===== src/rtl/uart_pkg.sv =====
// Shared types and register-map constants for the buffered UART transmitter.
package uart_pkg;

  typedef enum logic [1:0] {
    IDLE,
    START,
    DATA,
    STOP
  } tx_state_t;

  localparam logic [1:0] ADDR_TXDATA  = 2'd0;
  localparam logic [1:0] ADDR_STATUS  = 2'd1;
  localparam logic [1:0] ADDR_DIVISOR = 2'd2;

  localparam int ST_BUSY    = 0;
  localparam int ST_FULL    = 1;
  localparam int ST_EMPTY   = 2;
  localparam int ST_OVF     = 3;
  localparam int ST_CNT_LSB = 8;

  // A programmed divisor of zero still yields a one-cycle bit.
  function automatic logic [15:0] eff_div(input logic [15:0] d);
    return (d == 16'd0) ? 16'd1 : d;
  endfunction

endpackage


===== src/rtl/uart_tx_fifo_if.sv =====
// Store/load bus between the core's address decode and the UART register window.
interface uart_tx_fifo_if;

  logic        we;
  logic [1:0]  addr;
  logic [31:0] wdata;
  logic [31:0] rdata;

  modport master (output we, addr, wdata, input rdata);
  modport slave  (input we, addr, wdata, output rdata);

endinterface


===== src/rtl/uart_tx_fifo_sync_fifo.sv =====
// Single-clock FIFO with a combinational head view; a push into a full FIFO
// is accepted only when a pop happens on the same edge.
module sync_fifo #(
  parameter int WIDTH = 8,
  parameter int DEPTH = 16,
  localparam int CNT_W = $clog2(DEPTH + 1),
  localparam int PTR_W = $clog2(DEPTH)
) (
  input  logic             clk,
  input  logic             rst_n,
  input  logic             push,
  input  logic             pop,
  input  logic [WIDTH-1:0] din,
  output logic [WIDTH-1:0] dout,
  output logic             full,
  output logic             empty,
  output logic [CNT_W-1:0] count
);

  logic [WIDTH-1:0] mem [DEPTH];
  logic [PTR_W-1:0] rd_ptr;
  logic [PTR_W-1:0] wr_ptr;
  logic             push_ok;
  logic             pop_ok;

  assign full    = (count == CNT_W'(DEPTH));
  assign empty   = (count == '0);
  assign dout    = mem[rd_ptr];
  assign push_ok = push && (!full || pop);
  assign pop_ok  = pop && !empty;

  always_ff @(posedge clk) begin
    if (push_ok) mem[wr_ptr] <= din;
  end

  // Pointers wrap naturally because DEPTH is a power of two.
  always_ff @(posedge clk or negedge rst_n) begin
    if (!rst_n) begin
      rd_ptr <= '0;
      wr_ptr <= '0;
      count  <= '0;
    end else begin
      if (push_ok) wr_ptr <= wr_ptr + 1'b1;
      if (pop_ok)  rd_ptr <= rd_ptr + 1'b1;
      case ({push_ok, pop_ok})
        2'b10:   count <= count + 1'b1;
        2'b01:   count <= count - 1'b1;
        default: count <= count;
      endcase
    end
  end

endmodule


===== src/rtl/uart_tx_fifo.sv =====
// Memory-mapped UART transmitter: TX FIFO, programmable baud divisor,
// status register and the serialising FSM.
module uart_tx_fifo
  import uart_pkg::*;
#(
  parameter int DIV_DEFAULT = 868,
  parameter int FIFO_DEPTH  = 16,
  parameter int DATA_BITS   = 8,
  parameter int STOP_BITS   = 1
) (
  input  logic           clk,
  input  logic           rst_n,
  uart_tx_fifo_if.slave  bus,
  output logic           uart_tx,
  output logic           busy
);

  localparam int CNT_W = $clog2(FIFO_DEPTH + 1);
  localparam int IDX_W = $clog2(DATA_BITS);

  tx_state_t            state;
  logic [15:0]          divisor;
  logic [15:0]          baud_cnt;
  logic [15:0]          div_load;
  logic [IDX_W-1:0]     bit_idx;
  logic                 stop_idx;
  logic [DATA_BITS-1:0] shift_reg;
  logic                 overflow;

  logic                 fifo_pop;
  logic                 fifo_full;
  logic                 fifo_empty;
  logic [DATA_BITS-1:0] fifo_dout;
  logic [CNT_W-1:0]     fifo_count;

  logic wr_txdata;
  logic wr_status;
  logic wr_divisor;
  logic bit_done;
  logic last_stop;
  logic unused_wdata;

  assign wr_txdata    = bus.we && (bus.addr == ADDR_TXDATA);
  assign wr_status    = bus.we && (bus.addr == ADDR_STATUS);
  assign wr_divisor   = bus.we && (bus.addr == ADDR_DIVISOR);
  assign bit_done     = (baud_cnt == 16'd0);
  assign last_stop    = (stop_idx == 1'(STOP_BITS - 1));
  assign div_load     = eff_div(divisor) - 16'd1;
  assign busy         = (state != IDLE) || !fifo_empty;
  assign unused_wdata = ^bus.wdata[31:16];

  // Pops happen on leaving IDLE or at the end of the final stop bit, so
  // queued frames chain without an idle gap.
  assign fifo_pop = !fifo_empty &&
                    ((state == IDLE) ||
                     ((state == STOP) && bit_done && last_stop));

  sync_fifo #(
    .WIDTH (DATA_BITS),
    .DEPTH (FIFO_DEPTH)
  ) u_fifo (
    .clk   (clk),
    .rst_n (rst_n),
    .push  (wr_txdata),
    .pop   (fifo_pop),
    .din   (bus.wdata[DATA_BITS-1:0]),
    .dout  (fifo_dout),
    .full  (fifo_full),
    .empty (fifo_empty),
    .count (fifo_count)
  );

  always_ff @(posedge clk or negedge rst_n) begin
    if (!rst_n) begin
      divisor  <= 16'(DIV_DEFAULT);
      overflow <= 1'b0;
    end else begin
      if (wr_divisor) divisor <= bus.wdata[15:0];
      if (wr_txdata && fifo_full && !fifo_pop) overflow <= 1'b1;
      else if (wr_status && bus.wdata[ST_OVF]) overflow <= 1'b0;
    end
  end

  // The divisor is re-sampled into baud_cnt at every bit boundary.
  always_ff @(posedge clk or negedge rst_n) begin
    if (!rst_n) begin
      state     <= IDLE;
      uart_tx   <= 1'b1;
      baud_cnt  <= '0;
      bit_idx   <= '0;
      stop_idx  <= 1'b0;
      shift_reg <= '0;
    end else begin
      case (state)
        IDLE: begin
          if (fifo_pop) begin
            shift_reg <= fifo_dout;
            baud_cnt  <= div_load;
            uart_tx   <= 1'b0;
            state     <= START;
          end
        end
        START: begin
          if (bit_done) begin
            baud_cnt <= div_load;
            bit_idx  <= '0;
            uart_tx  <= shift_reg[0];
            state    <= DATA;
          end else begin
            baud_cnt <= baud_cnt - 16'd1;
          end
        end
        DATA: begin
          if (bit_done) begin
            baud_cnt <= div_load;
            if (bit_idx == IDX_W'(DATA_BITS - 1)) begin
              stop_idx <= 1'b0;
              uart_tx  <= 1'b1;
              state    <= STOP;
            end else begin
              bit_idx   <= bit_idx + 1'b1;
              shift_reg <= shift_reg >> 1;
              uart_tx   <= shift_reg[1];
            end
          end else begin
            baud_cnt <= baud_cnt - 16'd1;
          end
        end
        STOP: begin
          if (bit_done) begin
            baud_cnt <= div_load;
            if (last_stop) begin
              if (fifo_pop) begin
                shift_reg <= fifo_dout;
                uart_tx   <= 1'b0;
                state     <= START;
              end else begin
                state <= IDLE;
              end
            end else begin
              stop_idx <= stop_idx + 1'b1;
            end
          end else begin
            baud_cnt <= baud_cnt - 16'd1;
          end
        end
        default: state <= IDLE;
      endcase
    end
  end

  always_comb begin
    bus.rdata = '0;
    case (bus.addr)
      ADDR_STATUS: begin
        bus.rdata[ST_BUSY]             = busy;
        bus.rdata[ST_FULL]             = fifo_full;
        bus.rdata[ST_EMPTY]            = fifo_empty;
        bus.rdata[ST_OVF]              = overflow;
        bus.rdata[ST_CNT_LSB +: 8]     = 8'(fifo_count);
      end
      ADDR_DIVISOR: bus.rdata[15:0] = divisor;
      default:      bus.rdata = '0;
    endcase
  end

endmodule

===== src/flat_wrapper.sv =====
// flat-port wrapper written by rule: the top's interface ports become plain ports
module uart_tx_fifo_flat import uart_pkg::*;
#(
  parameter int DIV_DEFAULT = 868,
  parameter int FIFO_DEPTH  = 16,
  parameter int DATA_BITS   = 8,
  parameter int STOP_BITS   = 1
)
  (clk, rst_n, uart_tx, busy, bus_we, bus_addr, bus_wdata, bus_rdata);
  uart_tx_fifo_if bus_i ();
  input  logic clk;
  input  logic rst_n;
  output logic uart_tx;
  output logic busy;
  input wire logic [$bits(bus_i.we)-1:0] bus_we;
  input wire logic [$bits(bus_i.addr)-1:0] bus_addr;
  input wire logic [$bits(bus_i.wdata)-1:0] bus_wdata;
  output wire logic [$bits(bus_i.rdata)-1:0] bus_rdata;
  assign bus_i.we = bus_we;
  assign bus_i.addr = bus_addr;
  assign bus_i.wdata = bus_wdata;
  assign bus_rdata = bus_i.rdata;
  uart_tx_fifo #(.DIV_DEFAULT(DIV_DEFAULT), .FIFO_DEPTH(FIFO_DEPTH), .DATA_BITS(DATA_BITS), .STOP_BITS(STOP_BITS)) u_core (.clk(clk), .rst_n(rst_n), .bus(bus_i), .uart_tx(uart_tx), .busy(busy));
endmodule

===== config.mk =====
export PLATFORM = sky130hd
export DESIGN_NAME = uart_tx_fifo_flat
export DESIGN_NICKNAME = d
export VERILOG_FILES = /design/src/rtl/uart_pkg.sv /design/src/rtl/uart_tx_fifo_if.sv /design/src/rtl/uart_tx_fifo_sync_fifo.sv /design/src/rtl/uart_tx_fifo.sv /design/src/flat_wrapper.sv
export SDC_FILE = /design/constraint.sdc
export NUM_CORES = 1
export LEC_CHECK = 0
export BUFFER_PORTS_ARGS = -buffer_cell sky130_fd_sc_hd__buf_2
export CAP_MARGIN = 20
export CELL_PAD_IN_SITES_DETAIL_PLACEMENT = 0
export CELL_PAD_IN_SITES_GLOBAL_PLACEMENT = 1
export CORE_UTILIZATION = 30
export CTS_CLUSTER_SIZE = 8
export DETAILED_ROUTE_END_ITERATION = 16
export PLACE_DENSITY_LB_ADDON = 0.1
export SLEW_MARGIN = 20
export SYNTH_ARGS = -nofsm -noshare
export SYNTH_HDL_FRONTEND = slang
export SYNTH_SLANG_ARGS = --single-unit

===== constraint.sdc =====
create_clock -name clk -period 3.6 [get_ports clk]
set_input_delay 0.36 -clock clk [delete_from_list [all_inputs] [get_ports clk]]
set_output_delay 0.36 -clock clk [all_outputs]
set_load 0.01 [all_outputs]

==> impl_metrics.csv <==
group,metric,value,unit
floorplan,dieArea,30500,um^2
min_path,hp-start,"bus_wdata[14]",
sta,fin_setup_tns,0,ns
yosys,ys_seq_elements,188,
worst_setup_path,max_stage_delay,0.41,ns
run,drv_cap,0,
min_path,whs_path_depth,2,
yosys,synthCells,648,
finish,synthToLayoutAreaGrowth,14.2,%
yosys,syn_area_per_cell,13.8,um^2
global_routing,antenna_found_initial,0,
run_status,run_status,"finished clean",
floorplan,start_util,30.8,%
placement,pre_cts_ws,0.159,ns
global_routing,grt_pass1_wl,35500,um
worst_setup_path,path_cells,"inv_1 -> ha_1 -> nor4b_2 -> buf_4 -> and4b_2 -> a21oi_1 -> nor2_1 -> ha_2 -> inv_1 -> fa_1 -> nor2b_1 -> o21ai_0 -> and3_1 -> nor3_1 -> xor2_1",
worst_setup_path,startpoint_type,"flip-flop",
power_and_ir_drop,finalPower,7.62,mW
clock_network,clk_latency,0.44,ns
worst_setup_path,critPathCapture,"u_core.u_fifo.count[4]$_DFFE_PN0P_",
sta,fin_crit_sh,91.0,%
worst_setup_path,timing.rr.start,"u_core.baud_cnt[0]$_DFFE_PN0P_",
sta,maxSlewViolCount,0,
worst_setup_path,worst-path-stages,15,
sta,rsz0062_at_grt,"false",
clock_network,cts_sinks,188,
power_and_ir_drop,power_density,746,nW/um^2
floorplan,fp.coreArea,29000,um^2
yosys,synth_edf_count,128,
detailed_routing,vias,5482,
global_routing,grt_start_max_net_pins,36,
yosys,synth.cell_area,8940,um^2
sta,hold_ws,0.160,ns
finish,largest-register,"u_core.u_fifo.mem",
sta,finClkSkew,0.0204,ns
placement,place.gp.congestion,0.781,
finish,final_nets,755,
sta,fin_ws,0.322,ns
detailed_routing,drc,0,
detailed_routing,drt_wl_total,22700,um
clock_network,cts_tree,"yes",
floorplan,num_io_pins,71,
yosys,async_reset_ff_share,31.9,%
worst_setup_path,reg2reg_slack,0.32,ns
floorplan,die-width,175,um
worst_setup_path,cp_top_family,"simple AND/OR/NAND/NOR gates",
floorplan,rows,62,
clock_network,postCtsSetupBuffers,0,
detailed_routing,firstDrtPassIters,4,
finish,drive_above_1_share,23.4,%
sta,maxClockFrequency,305,MHz
worst_setup_path,endpoint_kind,"flip-flop",
floorplan,dieHeight,175,um
clock_network,numCtsBuffers,17,
sta,slew-limit-headroom,36.0,%
worst_setup_path,crit_type,"reg -> reg",
detailed_routing,via_per_inst,5.02,
power_and_ir_drop,cellLeakagePower,3.76,nW
detailed_routing,drtIter0Drc,421,
placement,hpwlAfterDp,15600,um
yosys,synth_cell_types,69,
power_and_ir_drop,vdd_drop_max,0.390,mV
global_routing,grt.overflow.total,0,
finish,top_regs,"u_core.u_fifo.mem: 128 flops, u_core.baud_cnt: 16 flops, u_core.divisor: 16 flops",
worst_setup_path,cp_num_buf_inv,3,
yosys,ys_seq_area_share,59.8,%
finish,final_cell_mix,"edfxtp_1 (128), dfrtp_1 (53), buf_2 (38)",
worst_setup_path,rr_worst_depth,15,
sta,period_minus_slack,3.28,ns
worst_setup_path,required,3.95,ns
finish,largest_reg_flops,128,
worst_setup_path,cp.arrival,3.63,ns
yosys,ys.warnings.count,0,
global_routing,grtUsageTotal,15.6,%
sta,setup_viol,0,
worst_setup_path,cp-startpoint,"u_core.baud_cnt[0]$_DFFE_PN0P_",
clock_network,cts_max_path_buffers,2,
finish,layout_commonest_cell,"edfxtp_1",
clock_network,cts_root_buffer,"clkbuf_16",
sta,hold_violations,0,
placement,port_buffers,38,
worst_setup_path,rr_endpoint,"u_core.u_fifo.count[4]$_DFFE_PN0P_",
yosys,ys.flop_type,"edfxtp_1",
min_path,hold_path_class,"in -> reg",
worst_setup_path,worstPathMaxFanout,4,
clock_network,htree_levels,4,
global_routing,grt_pass1_vias,5791,
sta,tightest_slew,0.956,ns
worst_setup_path,cp_slowest_cell,"fa_1",
detailed_routing,antenna_left,0,
worst_setup_path,crit_top_cell,"inv_1",
clock_network,cts.clk_slew.worst_paths,0.08,ns
detailed_routing,post_drt_wl_per_cell,20.8,um
## repair_timing
action / CTS / global route
hold endpoints to repair: 24 / 0
endpoints found under the setup margin: 0 / 1
hold buffers: 1 / 0
gates resized for setup: 0 / 4
## final cells by class
| class | instances | area, um^2 |
|---|---|---|
| Fill cell | 2833 | 18800 |
| Sequential cell | 188 | 5350 |
| Multi-Input combinational cell | 407 | 3330 |
| Tap cell | 384 | 480 |
| Clock buffer | 17 | 425 |
| Timing Repair Buffer | 59 | 350 |
| Clock inverter | 15 | 183 |
| Inverter | 22 | 82.6 |
| Antenna cell | 1 | 2.50 |
## cell usage after synthesis (all sizes together), types with 11 or more instances
cell	n	area, um^2
xor2	12	105
and3	15	93.8
mux2	28	319
edfxtp	128	3840
o21ai	17	85.1
buf	32	201
nor4	12	75.1
nand2	19	71.3
dfrtp	54	1350
nand3	11	55.1
mux4	25	563
nor2	31	119
and2	13	81.3
a21oi	14	81.3
inv	22	82.6
nor2b	23	144
a211oi	15	113
clkbuf	14	52.6
nor3	18	90.1
ha	22	275
mux2i	15	150
## kinds of logic after synthesis
logic type | count (synthesis) | synth area share, %
adder cells (fa/ha/maj) | 23 | 3.30
AO/OA/AOI/OAI | 101 | 8.18
other | 1 | 0.0419
flip-flops | 188 | 59.8
XOR/XNOR | 20 | 1.96
AND/OR/NAND/NOR | 179 | 11.4
multiplexers | 68 | 11.5
buffers and inverters | 68 | 3.76
## power by group
group / switching [mW] / internal [mW] / leakage, nW
sequential: 0.446 / 2.64 / 1.87
combinational: 1.39 / 1.22 / 1.60
clock: 0.979 / 0.953 / 0.297
total: 2.81 / 4.81 / 3.76
## metal layers
layer | track usage [%] | wire length (um) | up-vias | part of all wire (%)
met1 | 22.2 | 10900 | 2796 | 48
met4 | 4.31 | 340 | 0 | 1.5
li1 | - | - | 2549 | -
met2 | 24.4 | 10700 | 116 | 47
met3 | 2.94 | 760 | 21 | 3.3
met5 | 0 | 0 | - | 0
## per-stage QoR
step,utilization (%),std cells,cell area [um^2]
detailed placement,33.0,1059,9580
global route,35.2,1092,10200
finish,35.2,1093,10200
CTS,35.1,1092,10200
global placement,33.0,1059,9580
floorplan,-,663,9000
## worst min-delay path by stage
stage                                     end
6_report       u_core.divisor[14]$_DFFE_PN0P_
5_1_grt        u_core.divisor[10]$_DFFE_PN0P_
4_1_cts        u_core.divisor[10]$_DFFE_PN0P_
3_5_place_dp    u_core.bit_idx[1]$_DFFE_PN0P_
3_3_place_gp    u_core.bit_idx[1]$_DFFE_PN0P_
2_1_floorplan  u_core.baud_cnt[0]$_DFFE_PN0P_
## worst register-to-register path: stages (launching register included)
cell,delay [ns]
dfrtp_1,0.40
inv_1,0.12
ha_1,0.17
nor4b_2,0.27
buf_4,0.18
and4b_2,0.28
a21oi_1,0.14
nor2_1,0.17
ha_2,0.25
inv_1,0.08
fa_1,0.41
nor2b_1,0.11
o21ai_0,0.10
and3_1,0.19
nor3_1,0.16
xor2_1,0.15
Note: power is estimated with default switching activity, not from simulation.
